### config.mk
export PLATFORM = sky130hd
export DESIGN_NAME = pe_rx_monitor
export DESIGN_NICKNAME = d
export VERILOG_FILES = /design/src/rtl/pe_rx_monitor.sv
export SDC_FILE = /design/constraint.sdc
export NUM_CORES = 1
export LEC_CHECK = 0
export BUFFER_PORTS_ARGS = -buffer_cell sky130_fd_sc_hd__buf_2
export CAP_MARGIN = 15
export CORE_ASPECT_RATIO = 1.25
export CORE_UTILIZATION = 43
export CTS_CLUSTER_DIAMETER = 150
export CTS_CLUSTER_SIZE = 14
export DETAILED_ROUTE_END_ITERATION = 16
export GPL_ROUTABILITY_DRIVEN = 0
export PLACE_DENSITY = 0.77
export RECOVER_POWER = 100
export SYNTH_ARGS = -nofsm -noshare
export SYNTH_HDL_FRONTEND = slang
export SYNTH_SLANG_ARGS = --single-unit
### constraint.sdc
create_clock -name clk -period 3.15 [get_ports clk]
set_input_delay 0.1575 -clock clk [delete_from_list [all_inputs] [get_ports clk]]
set_output_delay 0.1575 -clock clk [all_outputs]
set_load 0.02 [all_outputs]
### src/rtl/pe_rx_monitor.sv
// pe_rx_monitor: receive-side endpoint of the router-to-PE local link.
// Sinks flits from the router local output and checks each flit's destination.
// Counts correctly routed packets and collects min/max/sum latency statistics.
// Raises the finish flag once the expected packet count for the task has arrived.
module pe_rx_monitor #(
    parameter logic [2:0] MY_ID      = 3'd0,
    parameter int         DATA_WIDTH = 32
) (
    input  logic                  clk,
    input  logic                  rst_n,
    input  logic                  enable_wire,
    input  logic                  flush_wire,
    input  logic [2:0]            receive_num_wire,
    input  logic [7:0]            time_now,
    input  logic [DATA_WIDTH-1:0] data_r2p,
    input  logic                  valid_r2p,
    output logic                  task_receive_finish_flag,
    output logic [7:0]            rx_count,
    output logic [7:0]            misroute_count,
    output logic [7:0]            src_seen,
    output logic [7:0]            latency_min,
    output logic [7:0]            latency_max,
    output logic [26:0]           latency_sum,
    output logic                  rx_overrun
);

    localparam logic [1:0] ST_IDLE = 2'd0;
    localparam logic [1:0] ST_RUN  = 2'd1;
    localparam logic [1:0] ST_DONE = 2'd2;

    logic [1:0]            state;
    logic [1:0]            state_nx;

    logic [DATA_WIDTH-1:0] s0_data;
    logic                  s0_valid;
    logic [7:0]            s0_time;

    logic [2:0]            flit_src;
    logic [2:0]            flit_dst;
    logic [7:0]            lat;
    logic [27:0]           sum_ext;
    logic                  unused_payload;

    logic [7:0]            rx_nx;
    logic [7:0]            mis_nx;
    logic [7:0]            src_nx;
    logic [7:0]            min_nx;
    logic [7:0]            max_nx;
    logic [26:0]           sum_nx;
    logic                  ovr_nx;

    // Header fields and wrap-around latency of the flit held in stage 0.
    assign flit_src       = s0_data[31:29];
    assign flit_dst       = s0_data[28:26];
    assign lat            = s0_time - s0_data[25:18];
    assign sum_ext        = {1'b0, latency_sum} + {20'd0, lat};
    assign unused_payload = ^s0_data[17:0];

    // Stage 0: capture the link and timestamp every cycle; flush drops an in-flight flit.
    always_ff @(posedge clk or negedge rst_n) begin
        if (!rst_n) begin
            s0_data  <= '0;
            s0_valid <= 1'b0;
            s0_time  <= 8'd0;
        end else begin
            s0_data  <= data_r2p;
            s0_time  <= time_now;
            s0_valid <= flush_wire ? 1'b0 : valid_r2p;
        end
    end

    // Stage-1 next-state: statistics update first, then FSM decides on the updated count.
    always_comb begin
        state_nx = state;
        rx_nx    = rx_count;
        mis_nx   = misroute_count;
        src_nx   = src_seen;
        min_nx   = latency_min;
        max_nx   = latency_max;
        sum_nx   = latency_sum;
        ovr_nx   = rx_overrun;
        case (state)
            ST_IDLE: begin
                if (enable_wire) begin
                    state_nx = (receive_num_wire == 3'd0) ? ST_DONE : ST_RUN;
                end
            end
            ST_RUN: begin
                if (s0_valid) begin
                    if (flit_dst == MY_ID) begin
                        if (rx_count != 8'hFF) begin
                            rx_nx = rx_count + 8'd1;
                        end
                        src_nx = src_seen | (8'd1 << flit_src);
                        if (lat < latency_min) begin
                            min_nx = lat;
                        end
                        if (lat > latency_max) begin
                            max_nx = lat;
                        end
                        sum_nx = sum_ext[27] ? {27{1'b1}} : sum_ext[26:0];
                    end else if (misroute_count != 8'hFF) begin
                        mis_nx = misroute_count + 8'd1;
                    end
                end
                if (rx_nx == {5'd0, receive_num_wire}) begin
                    state_nx = ST_DONE;
                end else if (!enable_wire) begin
                    state_nx = ST_IDLE;
                end
            end
            ST_DONE: begin
                if (s0_valid) begin
                    ovr_nx = 1'b1;
                end
            end
            default: begin
                state_nx = ST_IDLE;
            end
        endcase
    end

    // Stage 1: commit statistics and state; flush overrides any concurrent update.
    always_ff @(posedge clk or negedge rst_n) begin
        if (!rst_n) begin
            state                    <= ST_IDLE;
            rx_count                 <= 8'd0;
            misroute_count           <= 8'd0;
            src_seen                 <= 8'd0;
            latency_min              <= 8'hFF;
            latency_max              <= 8'd0;
            latency_sum              <= 27'd0;
            rx_overrun               <= 1'b0;
            task_receive_finish_flag <= 1'b0;
        end else if (flush_wire) begin
            state                    <= ST_IDLE;
            rx_count                 <= 8'd0;
            misroute_count           <= 8'd0;
            src_seen                 <= 8'd0;
            latency_min              <= 8'hFF;
            latency_max              <= 8'd0;
            latency_sum              <= 27'd0;
            rx_overrun               <= 1'b0;
            task_receive_finish_flag <= 1'b0;
        end else begin
            state                    <= state_nx;
            rx_count                 <= rx_nx;
            misroute_count           <= mis_nx;
            src_seen                 <= src_nx;
            latency_min              <= min_nx;
            latency_max              <= max_nx;
            latency_sum              <= sum_nx;
            rx_overrun               <= ovr_nx;
            task_receive_finish_flag <= (state_nx == ST_DONE);
        end
    end

endmodule
==> results.tsv <==
metric	value	unit
height of the die	124	um
status	finished with violations	
Post-synth ARST share	100	%
RSZ-0062 raised after global routing	true	
first-pass iteration count of the detailed router	4	
CTS Buf Count	9	
M2 GR Usage	39.5	%
routed vias	4642	
Worst setup SP type	flip-flop	
row cnt	44	
met1 usage	25.1	%
post-route ant nets	0	
starting density of the core	44.0	%
vias per std cell	5.53	
placed insts	788	
via count of the first global-routing pass	4515	
Net Count, Synth	598	
leakage power total	0.00330	uW
main area contributors after synthesis	dfrtp_1, ha_1, nor2_1	
failing checks	negative setup slack	
initial DRC count	201	
die footprint	0.0123	sq mm
worst-case clock buffer depth	2	
commonest cells in the netlist	dfrtp_1, nor2_1, a21oi_1, ha_1, inv_1	
Net count, final	756	
num ports	117	
Net Sw Frac	26.0	%
Combinational Power Share	18.5	%
Seq cells post-synth	94	
warnings from Yosys	0	
drt drc	0	
max frequency	311	MHz
Final Instance Area	0.00694	sq mm
worst endpoint data arrival time	3.45	ns
Root Buffer	clkbuf_16	
post-synth top area cell	dfrtp_1	
Hold Vio Cnt, Final	0	
most common cell in the synthesized netlist	dfrtp_1	
initial antenna violation count	0	
fin crit period	3.21	ns
clock network fraction of total power	36.2	%
worst vdd ir	275	uV
H-tree depth	3	
Reg clk slew, reported paths	0.06	ns
busiest grt layer	met2	
global-route wire length before repair	21100	um
Slew HR	48.2	%
Int Pwr	2030	uW
period utilisation layout	102	%
Routed WL per cell	15.9	um
Final Skew	0.00866	ns
Hold WC Path Type	input pin to flip-flop	
Primary FF master, synth	dfrtp_1	
DIE WIDTH	99.6	um
Post-Layout Cell Count	840	
Mapped Cells	516	
final setup margin	-0.0649	ns
nature of the critical path endpoint	flip-flop	
hpwl dp	9180	um
largest net degree at the start of global routing	60	
later-pin clock latency in the skew report	0.34	ns
worst-margin pin slew	0.777	ns
Synth Cell Area	0.00512	sq mm
Seq pwr share	45.3	%
Pins Over Slew Limit	0	
total of max-cap violations	0	
Area after DPL	0.00604	sq mm
layout cell share with drive strength beyond 1	32.0	%
CTS tree	done	
Seq/Total Area, Yosys	46.2	%
share of Yosys cell area claimed by the top area cell type	42.1	%
met3 usage	4.77	%
EDFF count, synth	0	
Core Region	0.0116	sq mm
final setup vio count	4	
synth-to-layout area growth	35.7	%
Unique masters post-synth	51	
critical path required time	3.38	ns
Final Hold Slack	0.0416	ns
antenna cells	0	
Setup Crit Path Kind	flip-flop to flip-flop	
PortBufs	98	
sw power	714	uW
WL final	13400	um
Sink Count	94	
total gr overflow	0	
Pwr Density	395	mW/mm^2
gr usage total	21.6	%
total power	2740	uW
synthesized area per cell	9.92	sq um
Max FO, Critical Path	7	
## cell families after synthesis
kind of cell             count (synthesis)  synth area share, %
flip-flops                              94                 46.2
AO/OA/AOI/OAI                          116                 15.7
AND/OR/NAND/NOR                        183                 18.8
buffers and inverters                   49                 3.59
XOR/XNOR                                28                 4.79
multiplexers                            12                 2.35
adder cells (fa/ha/maj)                 34                 8.61
## final timing paths
check | startpoint | slack (ns) | cells after the start | end
min | valid_r2p | 0.04 | 2 | s0_valid$_DFF_PN0_
max | s0_time[0]$_DFF_PN0_ | -0.06 | 16 | latency_sum[26]$_DFFE_PN0P_
max in group asynchronous | rst_n | 1.88 | 3 | latency_min[0]$_DFFE_PN1P_
min in group asynchronous | rst_n | 0.43 | 2 | s0_time[4]$_DFF_PN0_
min reg2reg | src_seen[5]$_DFFE_PN0P_ | 0.49 | 2 | src_seen[5]$_DFFE_PN0P_
max reg2reg | s0_time[0]$_DFF_PN0_ | -0.06 | 16 | latency_sum[26]$_DFFE_PN0P_
## worst max-delay path, cell delays in order, from the launching register on
cell and delay [ns]:
dfrtp_1 0.37, inv_2 0.07, ha_4 0.14, inv_2 0.04
fa_2 0.37, a21oi_2 0.16, nor2b_1 0.07, nor2_2 0.14
xnor2_2 0.14, ha_1 0.29, buf_6 0.14, a21o_1 0.18
a221oi_4 0.32, a21oi_2 0.11, and2_4 0.19, and3_4 0.17
a311oi_2 0.22
## state kept, by name, summed over array words and instances (netlist names)
| name | cells |
|---|---|
| latency_sum | 27 |
| latency_min | 8 |
| latency_max | 8 |
| rx_count | 8 |
| s0_valid | 1 |
| s0_data | 14 |
| task_receive_finish_flag | 1 |
| s0_time | 8 |
| state | 2 |
| misroute_count | 8 |
| src_seen | 8 |
| rx_overrun | 1 |
## layout make-up
type,instances,area [sq um]
sequential,94,2360
multi-input combinational,373,2890
timing repair buffer,167,1110
inverter,29,109
clock inverter,4,22.5
fill,952,4670
tap,161,201
clock buffer,12,246
## power by group through the flow
stage | clock, uW | combinational [uW] | sequential [uW]
floorplan | 0 | 224 | 1270
global placement | 0 | 374 | 1260
detailed placement | 0 | 392 | 1260
CTS | 1020 | 449 | 1240
global route | 1060 | 558 | 1240
finish | 994 | 506 | 1240
## layout by cell type (no fill, tap or decap), types with 6 or more instances in the layout
cell           count
xnor2_1           10
xor2_1            16
buf_2             97
and4_1             8
dfrtp_1           86
nand3_1           11
mux2i_1           12
nor2b_1           12
buf_6              8
a211oi_1           9
clkbuf_16          9
ha_1              26
nor3_1            11
inv_1             25
a211o_1            9
buf_4             38
dlygate4sd3_1     23
nand4_1           10
dfstp_2            8
a311oi_1           7
a21oi_1           29
a31oi_1           12
a21oi_2            6
nand2_1           18
and3_1            14
ha_4               6
nor2_1            61
## per-layer routing
layer	share of wire (%)	vias to the layer above
met1	40	2286
met3	4.9	23
met5	0	-
met2	53	144
li1	-	2189
met4	1.8	0
## metrics by stage
step                      setup WS, ns  utilization [%]  TNS (ns)
after detailed placement        -0.225             52.0     -3.45
after global routing            -0.215             59.8     -4.70
after global placement          -0.120             52.0    -0.958
after floorplan                -0.0492                -   -0.0492
final                          -0.0649             59.8    -0.102
after CTS                      -0.0311             58.0   -0.0727
## timing repair
| action | 4_1_cts | 5_1_grt |
|---|---|---|
| hold buffers | 23 | 0 |
| pin swaps | 28 | 22 |
| hold endpoints to repair | 74 | 0 |
| setup endpoints to repair | 39 | 43 |
| setup buffers | 7 | 7 |
| gates resized for setup | 30 | 27 |
(Power assumes the default switching activity.)
